<file path="config.mk">
export PLATFORM = sky130hd
export DESIGN_NAME = uart_tx_cfg
export DESIGN_NICKNAME = d
export VERILOG_FILES = /design/src/rtl/uart_pkg.sv /design/src/rtl/uart_bit_timer.sv /design/src/rtl/uart_tx_cfg.sv
export SDC_FILE = /design/constraint.sdc
export NUM_CORES = 1
export LEC_CHECK = 0
export CORE_ASPECT_RATIO = 2
export CORE_MARGIN = 2
export CORE_UTILIZATION = 57
export CTS_CLUSTER_SIZE = 8
export DETAILED_ROUTE_END_ITERATION = 10
export PLACE_DENSITY = 0.85
export REMOVE_ABC_BUFFERS = 1
export SLEW_MARGIN = 20
export SYNTH_ARGS = -nofsm -noshare
export SYNTH_HDL_FRONTEND = slang
export SYNTH_SLANG_ARGS = --single-unit
</file>
<file path="constraint.sdc">
create_clock -name i_clk -period 4.75 [get_ports i_clk]
set_input_delay 0.95 -clock i_clk [delete_from_list [all_inputs] [get_ports i_clk]]
set_output_delay 0.95 -clock i_clk [all_outputs]
set_load 0.05 [all_outputs]
</file>
<file path="src/rtl/uart_pkg.sv">
// uart_pkg: encodings and constants shared by the configurable UART transmitter and receiver
package uart_pkg;
  typedef enum logic [2:0] {IDLE, START, DATA, PARITY, STOP} state_e;
  localparam logic [1:0] PAR_NONE = 2'b00;
  localparam logic [1:0] PAR_EVEN = 2'b01;
  localparam logic [1:0] PAR_ODD  = 2'b10;
  localparam int STOP_W = 2;
endpackage

</file>
<file path="src/rtl/uart_bit_timer.sv">
// uart_bit_timer: counts clocks within a bit period and pulses bit_end_o on its last clock
module uart_bit_timer #(
  parameter int DIV_W = 16
) (
  input  logic             clk_i,
  input  logic             rst_ni,
  input  logic [DIV_W-1:0] div_i,
  input  logic             load_i,
  input  logic             en_i,
  output logic             bit_end_o
);
  logic [DIV_W-1:0] cnt_q, cnt_d, last;
  // a divisor of zero behaves as one clock per bit
  assign last = (div_i == '0) ? '0 : div_i - DIV_W'(1);
  assign bit_end_o = en_i && (cnt_q == last);
  always_comb begin
    cnt_d = (load_i || bit_end_o) ? '0 : en_i ? cnt_q + DIV_W'(1) : cnt_q;
  end
  always_ff @(posedge clk_i or negedge rst_ni) begin
    if (!rst_ni) cnt_q <= '0;
    else cnt_q <= cnt_d;
  end
endmodule

</file>
<file path="src/rtl/uart_tx_cfg.sv">
// uart_tx_cfg: runtime-configurable UART transmitter (divisor, parity, stop bits) with valid/ready input
module uart_tx_cfg
  import uart_pkg::*;
#(
  parameter int DATA_W      = 8,
  parameter int DIV_W       = 16,
  parameter int DEFAULT_DIV = 1250
) (
  input  logic              i_clk,
  input  logic              i_rst_n,
  input  logic              i_valid,
  output logic              o_ready,
  input  logic [DATA_W-1:0] i_data,
  input  logic [DIV_W-1:0]  i_clkdiv,
  input  logic [1:0]        i_parity,
  input  logic              i_stop2,
  output logic              o_uarttx,
  output logic              o_txactive,
  output logic              o_txdone
);
  localparam int IW = $clog2(DATA_W + 1);
  if (DATA_W < 5 || DATA_W > 9 || DEFAULT_DIV < 1) begin : g_bad_param
    $error("uart_tx_cfg: DATA_W must be 5..9 and DEFAULT_DIV positive");
  end
  state_e            state_q, state_d;
  logic [DATA_W-1:0] shreg_q, shreg_d;
  logic [IW-1:0]     idx_q, idx_d;
  logic [DIV_W-1:0]  div_q, div_d;
  logic              par_en_q, par_en_d, par_bit_q, par_bit_d;
  logic              stop2_q, stop2_d, done_q, done_d;
  logic              accept, bit_end;
  assign o_ready    = state_q == IDLE;
  assign o_txactive = state_q != IDLE;
  assign o_txdone   = done_q;
  assign accept     = i_valid && o_ready;
  assign o_uarttx   = (state_q == START) ? 1'b0 : (state_q == DATA) ? shreg_q[0] :
                      (state_q == PARITY) ? par_bit_q : 1'b1;
  uart_bit_timer #(.DIV_W(DIV_W)) u_timer (
    .clk_i(i_clk), .rst_ni(i_rst_n), .div_i(div_q),
    .load_i(accept), .en_i(o_txactive), .bit_end_o(bit_end)
  );
  // idx_q counts data bits in DATA and extra stop bits in STOP
  always_comb begin
    state_d   = state_q;
    shreg_d   = shreg_q;
    idx_d     = idx_q;
    div_d     = div_q;
    par_en_d  = par_en_q;
    par_bit_d = par_bit_q;
    stop2_d   = stop2_q;
    done_d    = 1'b0;
    case (state_q)
      IDLE: if (i_valid) begin
        state_d   = START;
        shreg_d   = i_data;
        idx_d     = '0;
        div_d     = i_clkdiv;
        par_en_d  = (i_parity == PAR_EVEN) || (i_parity == PAR_ODD);
        par_bit_d = (^i_data) ^ (i_parity == PAR_ODD);
        stop2_d   = i_stop2;
      end
      START: if (bit_end) state_d = DATA;
      DATA: if (bit_end) begin
        shreg_d = shreg_q >> 1;
        idx_d   = (idx_q == IW'(DATA_W - 1)) ? '0 : idx_q + IW'(1);
        if (idx_q == IW'(DATA_W - 1)) state_d = par_en_q ? PARITY : STOP;
      end
      PARITY: if (bit_end) state_d = STOP;
      STOP: if (bit_end) begin
        if (stop2_q && idx_q < IW'(STOP_W - 1)) idx_d = idx_q + IW'(1);
        else begin
          state_d = IDLE;
          idx_d   = '0;
          done_d  = 1'b1;
        end
      end
      default: state_d = IDLE;
    endcase
  end
  always_ff @(posedge i_clk or negedge i_rst_n) begin
    if (!i_rst_n) begin
      state_q   <= IDLE;
      shreg_q   <= '0;
      idx_q     <= '0;
      div_q     <= '0;
      par_en_q  <= 1'b0;
      par_bit_q <= 1'b0;
      stop2_q   <= 1'b0;
      done_q    <= 1'b0;
    end else begin
      state_q   <= state_d;
      shreg_q   <= shreg_d;
      idx_q     <= idx_d;
      div_q     <= div_d;
      par_en_q  <= par_en_d;
      par_bit_q <= par_bit_d;
      stop2_q   <= stop2_d;
      done_q    <= done_d;
    end
  end
endmodule

</file>
==> results of run 1 <==
[stage by stage]
| stage | instance area (um^2) | setup slack, ns | std cells | total power, W |
|---|---|---|---|---|
| floorplan | 3277 | 1.426 | 338 | 0.0004613 |
| global placement | 3686 | 1.078 | 433 | 0.0004976 |
| detailed placement | 3686 | 0.9333 | 433 | 0.0004988 |
| CTS | 3849 | 0.8831 | 440 | 0.0009037 |
| global route | 3849 | 0.6494 | 440 | 0.0009206 |
| finish | 3849 | 0.8875 | 440 | 0.0008968 |
[cell families after synthesis]
logic type | after synthesis | share of synthesized area (%)
buffers and inverters | 32 | 3.664
muxes | 32 | 10.62
AOI/OAI and AO/OA | 54 | 11.59
DFF | 51 | 38.13
xor gates and xnor gates | 35 | 10.02
adders and majority gates | 5 | 1.869
and+or+nand+nor | 147 | 24.11
[cells in the mapped netlist (all sizes together) (2+ instances only)]
cell type / instances / area [um^2]
or4: 7 / 56.30
o31ai: 2 / 15.01
mux2i: 4 / 40.04
ha: 5 / 62.56
nor4b: 3 / 47.54
nor4: 8 / 56.30
a311oi: 2 / 17.52
o21ai: 12 / 60.06
or2: 3 / 18.77
nand3: 6 / 30.03
a211oi: 4 / 30.03
nand4b: 3 / 26.28
nand2: 31 / 118.9
and3: 3 / 18.77
nor3: 8 / 51.30
nor3b: 2 / 15.01
a21oi: 9 / 45.04
nor2: 42 / 157.7
clkbuf: 13 / 48.80
xnor2: 18 / 157.7
dfrtp: 51 / 1276
a32o: 2 / 20.02
nand4: 9 / 56.30
mux2: 28 / 315.3
a211o: 2 / 17.52
or3: 8 / 50.05
inv: 14 / 52.55
xor2: 15 / 131.4
o31a: 2 / 17.52
nor2b: 2 / 12.51
o22ai: 4 / 25.02
a31oi: 2 / 12.51
nand2b: 5 / 31.28
o22a: 2 / 17.52
buf: 5 / 21.27
and4: 2 / 17.52
[layer usage]
| metal | vias up | track usage [%] |
|---|---|---|
| met3 | 46 | 3.341 |
| met1 | 1398 | 29.16 |
| met4 | 0 | 20.00 |
| met2 | 114 | 48.26 |
| li1 | 1327 | - |
| met5 | - | 0 |
[layout by cell type (no fill, tap or decap), types with 3 or more instances in the layout]
| cell type | synthesis | final |
|---|---|---|
| or4_1 | 6 | 6 |
| ha_1 | 5 | 5 |
| nand4_1 | 9 | 9 |
| nor4_1 | 7 | 7 |
| mux2i_1 | 4 | 4 |
| xor2_1 | 15 | 15 |
| a211oi_1 | 4 | 4 |
| inv_1 | 14 | 14 |
| a21oi_1 | 9 | 9 |
| nor3_1 | 7 | 7 |
| mux2_2 | 28 | 28 |
| or2_2 | 3 | 3 |
| o21ai_0 | 12 | 12 |
| nand2_1 | 30 | 30 |
| or3_1 | 8 | 8 |
| nand4b_1 | 3 | 3 |
| and3_1 | 3 | 3 |
| nand3_1 | 6 | 6 |
| nor2_1 | 42 | 42 |
| clkdlybuf4s50_1 | 0 | 32 |
| o22ai_1 | 4 | 4 |
| xnor2_1 | 18 | 18 |
| nand2b_1 | 5 | 5 |
| dfrtp_1 | 51 | 51 |
| clkbuf_16 | 0 | 5 |
[state kept, by name, summed over array words and instances, names as in the netlist]
signal and count:
par_en_q 1, idx_q 4, shreg_q 8, u_timer.cnt_q 16, o_txdone 1, div_q 16
stop2_q 1, par_bit_q 1, state_q 3
[power by group]
group	total [W]	leakage, nW	switching [W]	internal (W)
logic	0.0000542	1.02	0.0000218	0.0000325
registers	0.000435	0.667	0.000000297	0.000435
clock network	0.000407	0.0759	0.000162	0.000246
[final cells by class]
| type | count | area share [%] |
|---|---|---|
| clock inverter | 2 | 0.9753 |
| sequential | 51 | 33.16 |
| tap | 61 | 1.983 |
| multi-input combinational | 273 | 50.62 |
| inverter | 14 | 1.365 |
| timing repair buffer | 34 | 8.648 |
| clock buffer | 5 | 3.251 |
[worst paths after layout]
check	start	to
setup / recovery	div_q[0]	shreg_q[5]
hold / removal	shreg_q[5]	shreg_q[5]
setup reg to reg	div_q[0]	shreg_q[5]
hold reg to reg	shreg_q[5]	shreg_q[5]
max in group asynchronous	i_rst_n	u_timer.cnt_q[4]
min in group asynchronous	i_rst_n	par_bit_q
[worst register-to-register path: stages (launching register included)]
cell,delay [ns]
dfrtp_1,0.41
inv_1,0.11
ha_1,0.21
or3b_2,0.53
nor4_1,0.59
o211a_1,0.22
a21oi_1,0.08
a221oi_2,0.30
nor4b_4,0.36
a31oi_1,0.19
nor3_4,0.36
mux2_2,0.39
==> metrics.csv, run 1 <==
stage,metric,value,unit
run_status,outcome,finished clean,
yosys,Post-Synthesis Cells,356,
detailed_routing,met2 routed WL,4.451,mm
place,Placer Congestion,0.8855,
finish,diode count,0,
worst_setup_path,Crit Path Class,flip-flop to flip-flop,
global_routing,grt ovf,0,
clock_tree,total CTS buffers,5,
worst_hold_path,Worst Hold Depth,1,
global_routing,aggregate global-route resource usage,27.62,%
clock_tree,Worst-Skew Late Latency,0.30,ns
worst_setup_path,"CP delay by family, top",simple AND/OR/NAND/NOR gates,
yosys,"Top FF cell, synth",dfrtp_1,
worst_setup_path,Worst EP arrival,4.04,ns
detailed_routing,DR DRC count,0,
place,I/O Buffers,33,
sta,Hold Slack,0.5066,ns
clock_tree,CTS sink cnt,51,
sta,Final Max Tran Viols,0,
detailed_routing,vias post-DR,2885,
pwr,VDD IR max,0.0003182,V
clock_tree,clock slew at the register clock pins of the worst setup and hold paths,0.07,ns
yosys,Post-synth EDFFs,0,
detailed_routing,DR vias/cell,6.557,
clock_tree,deepest clock path buffer count,2,
worst_setup_path,CP max stage cell,nor4_1,
floorplan,die width,58.19,um
clock_tree,hold buffer count at cts,0,
place,Post-DP HPWL,5.952,mm
detailed_routing,Metal-1 WL,2.843,mm
worst_setup_path,critical-path cell list,"inv_1, ha_1, or3b_2, nor4_1, o211a_1, a21oi_1, a221oi_2, nor4b_4, a31oi_1, nor3_4, mux2_2",
worst_setup_path,CP max FO,7,
clock_tree,CTS H-tree depth,2,
yosys,"Seq/Total Area, Yosys",38.13,%
floorplan,Starting Density,58.62,%
finish,sequential cell area,1276,um^2
detailed_routing,Pre-Repair DR Iteration Count,7,
detailed_routing,routed wire length,8.167,mm
worst_setup_path,critical path buffer and inverter count,1,
finish,Fillers,464,
finish,Final Core Density,67.41,%
detailed_routing,highest routed layer,met4,
pwr,power density cells,233.0,nW/um^2
sta,Worst-Margin Slew,0.9868,ns
yosys,Synth Warn #,0,
sta,"Setup violations, final",0,
finish,nets,414,
sta,Final Skew,0.008645,ns
finish,synthesis-to-layout area growth,14.99,%
pwr,Static Leak,1.766,nW
yosys,Netlist Area Pre-Place,3347,um^2
worst_setup_path,Setup crit end kind,flip-flop,
clock_tree,Clock Tree Root,clkbuf_16,
floorplan,IO Pins,34,
sta,sum of negative setup slack,0,ns
sta,RSZ-0062 raised after global routing,false,
yosys,syn_area_per_cell,9.402,um^2
finish,share of cells above drive strength 1,13.19,%
worst_hold_path,type of the worst min-delay path,flip-flop to flip-flop,
sta,crit share post-route,81.32,%
sta,fmax,258.9,MHz
worst_setup_path,Worst setup SP type,flip-flop,
floorplan,Core Area,5709,um^2
worst_setup_path,WP data required,4.93,ns
floorplan,Die Ht,112.4,um
yosys,ys async rst share,100.0,%
sta,Rel. slew slack,34.06,%
worst_setup_path,Crit path largest cell delay,0.59,ns
detailed_routing,ANT nets after route,0,
clock_tree,CTS tree,yes,
worst_setup_path,critical path depth,11,
clock_tree,post-CTS setup buffer count,0,
global_routing,first-pass GRT wire length,13.79,mm
sta,final worst path period need,3.863,ns
detailed_routing,met3 WL post-DR,311,um
global_routing,largest net degree at the start of global routing,52,
yosys,library cells used by synthesis,61,
worst_setup_path,r2r setup slk,0.89,ns
run,max-cap violation count,0,
worst_setup_path,r2r worst-path depth,11,
floorplan,Rows,39,
floorplan,Die ar.,6538,um^2
global_routing,antenna violations before repair,0,
detailed_routing,Iter 0 DRT Violations,133,
sta,Hold Fails Final Rpt,0,
global_routing,vias in the first global route,2930,
finish,Multi-input gate area,1948,um^2
yosys,synthesized flop and latch total,51,
clock_tree,CTS resizes,0,
detailed_routing,Wirelength per Cell,18.56,um
Note: power is estimated with default switching activity, not from simulation.
==> run 2, diff against run 1 <==
Settings changed: CORE_UTILIZATION 57 to 52, PLACE_DENSITY 0.85 to 0.82.
Clock period 4.75 ns to 3.2 ns, I/O delays scaled along.
==> run 2 against run 1 <==
The flow now finishes with violations (negative setup slack); combinational power is 56% higher; core utilization is 3.0 points higher; critical endpoint is now state_q[2]; cell count is 17% higher; fmax is 17% higher.
==> metrics.csv, run 2 (synthesis gave the netlist of run 1 again) <==
stage,metric,value,unit
finish,nets,462,
run_status,failing checks,negative setup slack,
floorplan,IO Pins,34,
sta,"Setup violations, final",9,
worst_setup_path,Crit Path Class,flip-flop to flip-flop,
clock_tree,Clock Tree Root,clkbuf_16,
clock_tree,CTS H-tree depth,2,
place,I/O Buffers,33,
worst_setup_path,critical path buffer and inverter count,1,
finish,Fillers,465,
sta,Final Skew,0.004330,ns
sta,Hold Slack,0.3282,ns
sta,fin worst setup slack,-0.09006,ns
sta,Worst-Margin Slew,0.9596,ns
finish,most frequent cells in the layout,"dfrtp_1, buf_4, nor2_1",
place,Post-DP HPWL,6.454,mm
finish,sequential cell area,1276,um^2
global_routing,aggregate global-route resource usage,27.01,%
floorplan,Starting Density,53.48,%
place,Placed Area,4070,um^2
worst_setup_path,"CP delay by family, top",simple AND/OR/NAND/NOR gates,
finish,diode count,0,
detailed_routing,routed wire length,8.856,mm
worst_setup_path,CP max FO,6,
place,Placer Congestion,0.9202,
worst_setup_path,Worst EP arrival,3.51,ns
clock_tree,hold buffer count at cts,0,
worst_setup_path,Crit path largest cell delay,0.53,ns
detailed_routing,Pre-Repair DR Iteration Count,5,
clock_tree,CTS sink cnt,51,
run,max-cap violation count,0,
finish,synthesis-to-layout area growth,31.63,%
sta,crit share post-route,102.8,%
finish,Final Core Density,70.39,%
floorplan,die width,60.73,um
pwr,Static Leak,2.040,nW
pwr,VDD IR max,0.0003978,V
worst_setup_path,WP data required,3.42,ns
sta,RSZ-0062 raised after global routing,true,
sta,Final Max Tran Viols,0,
global_routing,largest net degree at the start of global routing,30,
worst_setup_path,Setup crit end kind,flip-flop,
global_routing,first-pass GRT wire length,14.82,mm
global_routing,vias in the first global route,3262,
floorplan,Die Ht,117.5,um
detailed_routing,DR vias/cell,5.959,
worst_setup_path,critical-path cell list,"or4_4, or4_4, a2111oi_4, a21oi_2, a221oi_2, nor4b_4, buf_4, nand2_4, or4_1, o21ai_1",
detailed_routing,Wirelength per Cell,17.26,um
floorplan,Rows,41,
worst_setup_path,Worst setup SP type,flip-flop,
clock_tree,clock slew at the register clock pins of the worst setup and hold paths,0.07,ns
detailed_routing,Iter 0 DRT Violations,145,
clock_tree,total CTS buffers,5,
worst_setup_path,cell mode on critical path,or4_4,
sta,final worst path period need,3.290,ns
floorplan,Die ar.,7133,um^2
global_routing,antenna violations before repair,0,
clock_tree,deepest clock path buffer count,2,
pwr,power density cells,302.0,nW/um^2
clock_tree,Worst-Skew Late Latency,0.29,ns
detailed_routing,vias post-DR,3057,
finish,"most common cell after layout, fill and taps aside",dfrtp_1,
finish,Multi-input gate area,2058,um^2
finish,share of cells above drive strength 1,26.23,%
worst_hold_path,type of the worst min-delay path,primary input to async pin,
global_routing,grt ovf,0,
floorplan,Core Area,6259,um^2
detailed_routing,DR DRC count,0,
clock_tree,CTS tree,yes,
run_status,outcome,finished with violations,
sta,Hold Fails Final Rpt,0,
place,Setup WS pre-CTS,-0.1561,ns
worst_setup_path,CP max stage cell,or4_1,
sta,Rel. slew slack,35.87,%
detailed_routing,ANT nets after route,0,
finish,design area,4405,um^2
sta,fmax,303.9,MHz
finish,Top Registers,"div_q: 16 flops, u_timer.cnt_q: 16 flops, shreg_q: 8 flops",
run 2: cell count changes in the layout (fill, tap and decap cells not counted), moves of 3 or more:
| cell | delta |
|---|---|
| buf_12 | +3 |
| a211oi_1 | -3 |
| a211oi_2 | +3 |
| buf_4 | +43 |
run 2: power by group:
part / switching, W / internal (W) / leakage, nW
clock network: 0.000234 / 0.000365 / 0.0769
logic: 0.0000348 / 0.0000500 / 1.30
registers: 0.000000473 / 0.000646 / 0.667
run 2: cell type report:
type                    count  share of cell area (%)
repair buffers             82                   17.07
clock inverters             1                  0.6816
clock buffers               6                   2.925
well taps                  86                   2.442
multi-input cells         273                   46.72
inverters                  14                   1.193
flip-flops and latches     51                   28.97
run 2: final timing paths:
check	end	slack, ns	cells after the start	from
max	state_q[2]	-0.09	10	div_q[6]
min	shreg_q[5]	0.33	1	i_rst_n
max reg2reg	state_q[2]	-0.09	10	div_q[6]
min reg2reg	shreg_q[5]	0.51	1	shreg_q[5]
max in group asynchronous	u_timer.cnt_q[4]	2.32	2	i_rst_n
min in group i_clk	shreg_q[5]	0.51	1	shreg_q[5]
run 2: timing repair:
action	4_1_cts	5_1_grt
gates cloned	0	1
setup buffers	3	2
pin swaps	7	5
gates resized for setup	13	14
endpoints found under the setup margin	28	32
run 2: worst reg2reg max path, delay by kind of cell, from the launching register on:
| kind | cells | cell delay [ns] |
|---|---|---|
| AO/OA/AOI/OAI | 4 | 0.79 |
| buffers and inverters | 1 | 0.18 |
| flip-flops | 1 | 0.40 |
| AND/OR/NAND/NOR | 5 | 1.85 |
run 2: stage by stage:
stage	std cells	power, W	TNS (ns)
2_1_floorplan	338	0.0006848	-0.7774
3_3_place_gp	499	0.0007376	-0.9543
3_5_place_dp	500	0.0007439	-2.496
4_1_cts	510	0.001334	-0.4397
5_1_grt	513	0.001361	-3.319
6_report	513	0.001330	-0.5277
run 2: metal layers:
metal,track usage (%),part of all wire (%)
met1,28.35,34
met2,48.45,58
met3,3.736,3.3
met4,14.27,5.0
met5,0,0
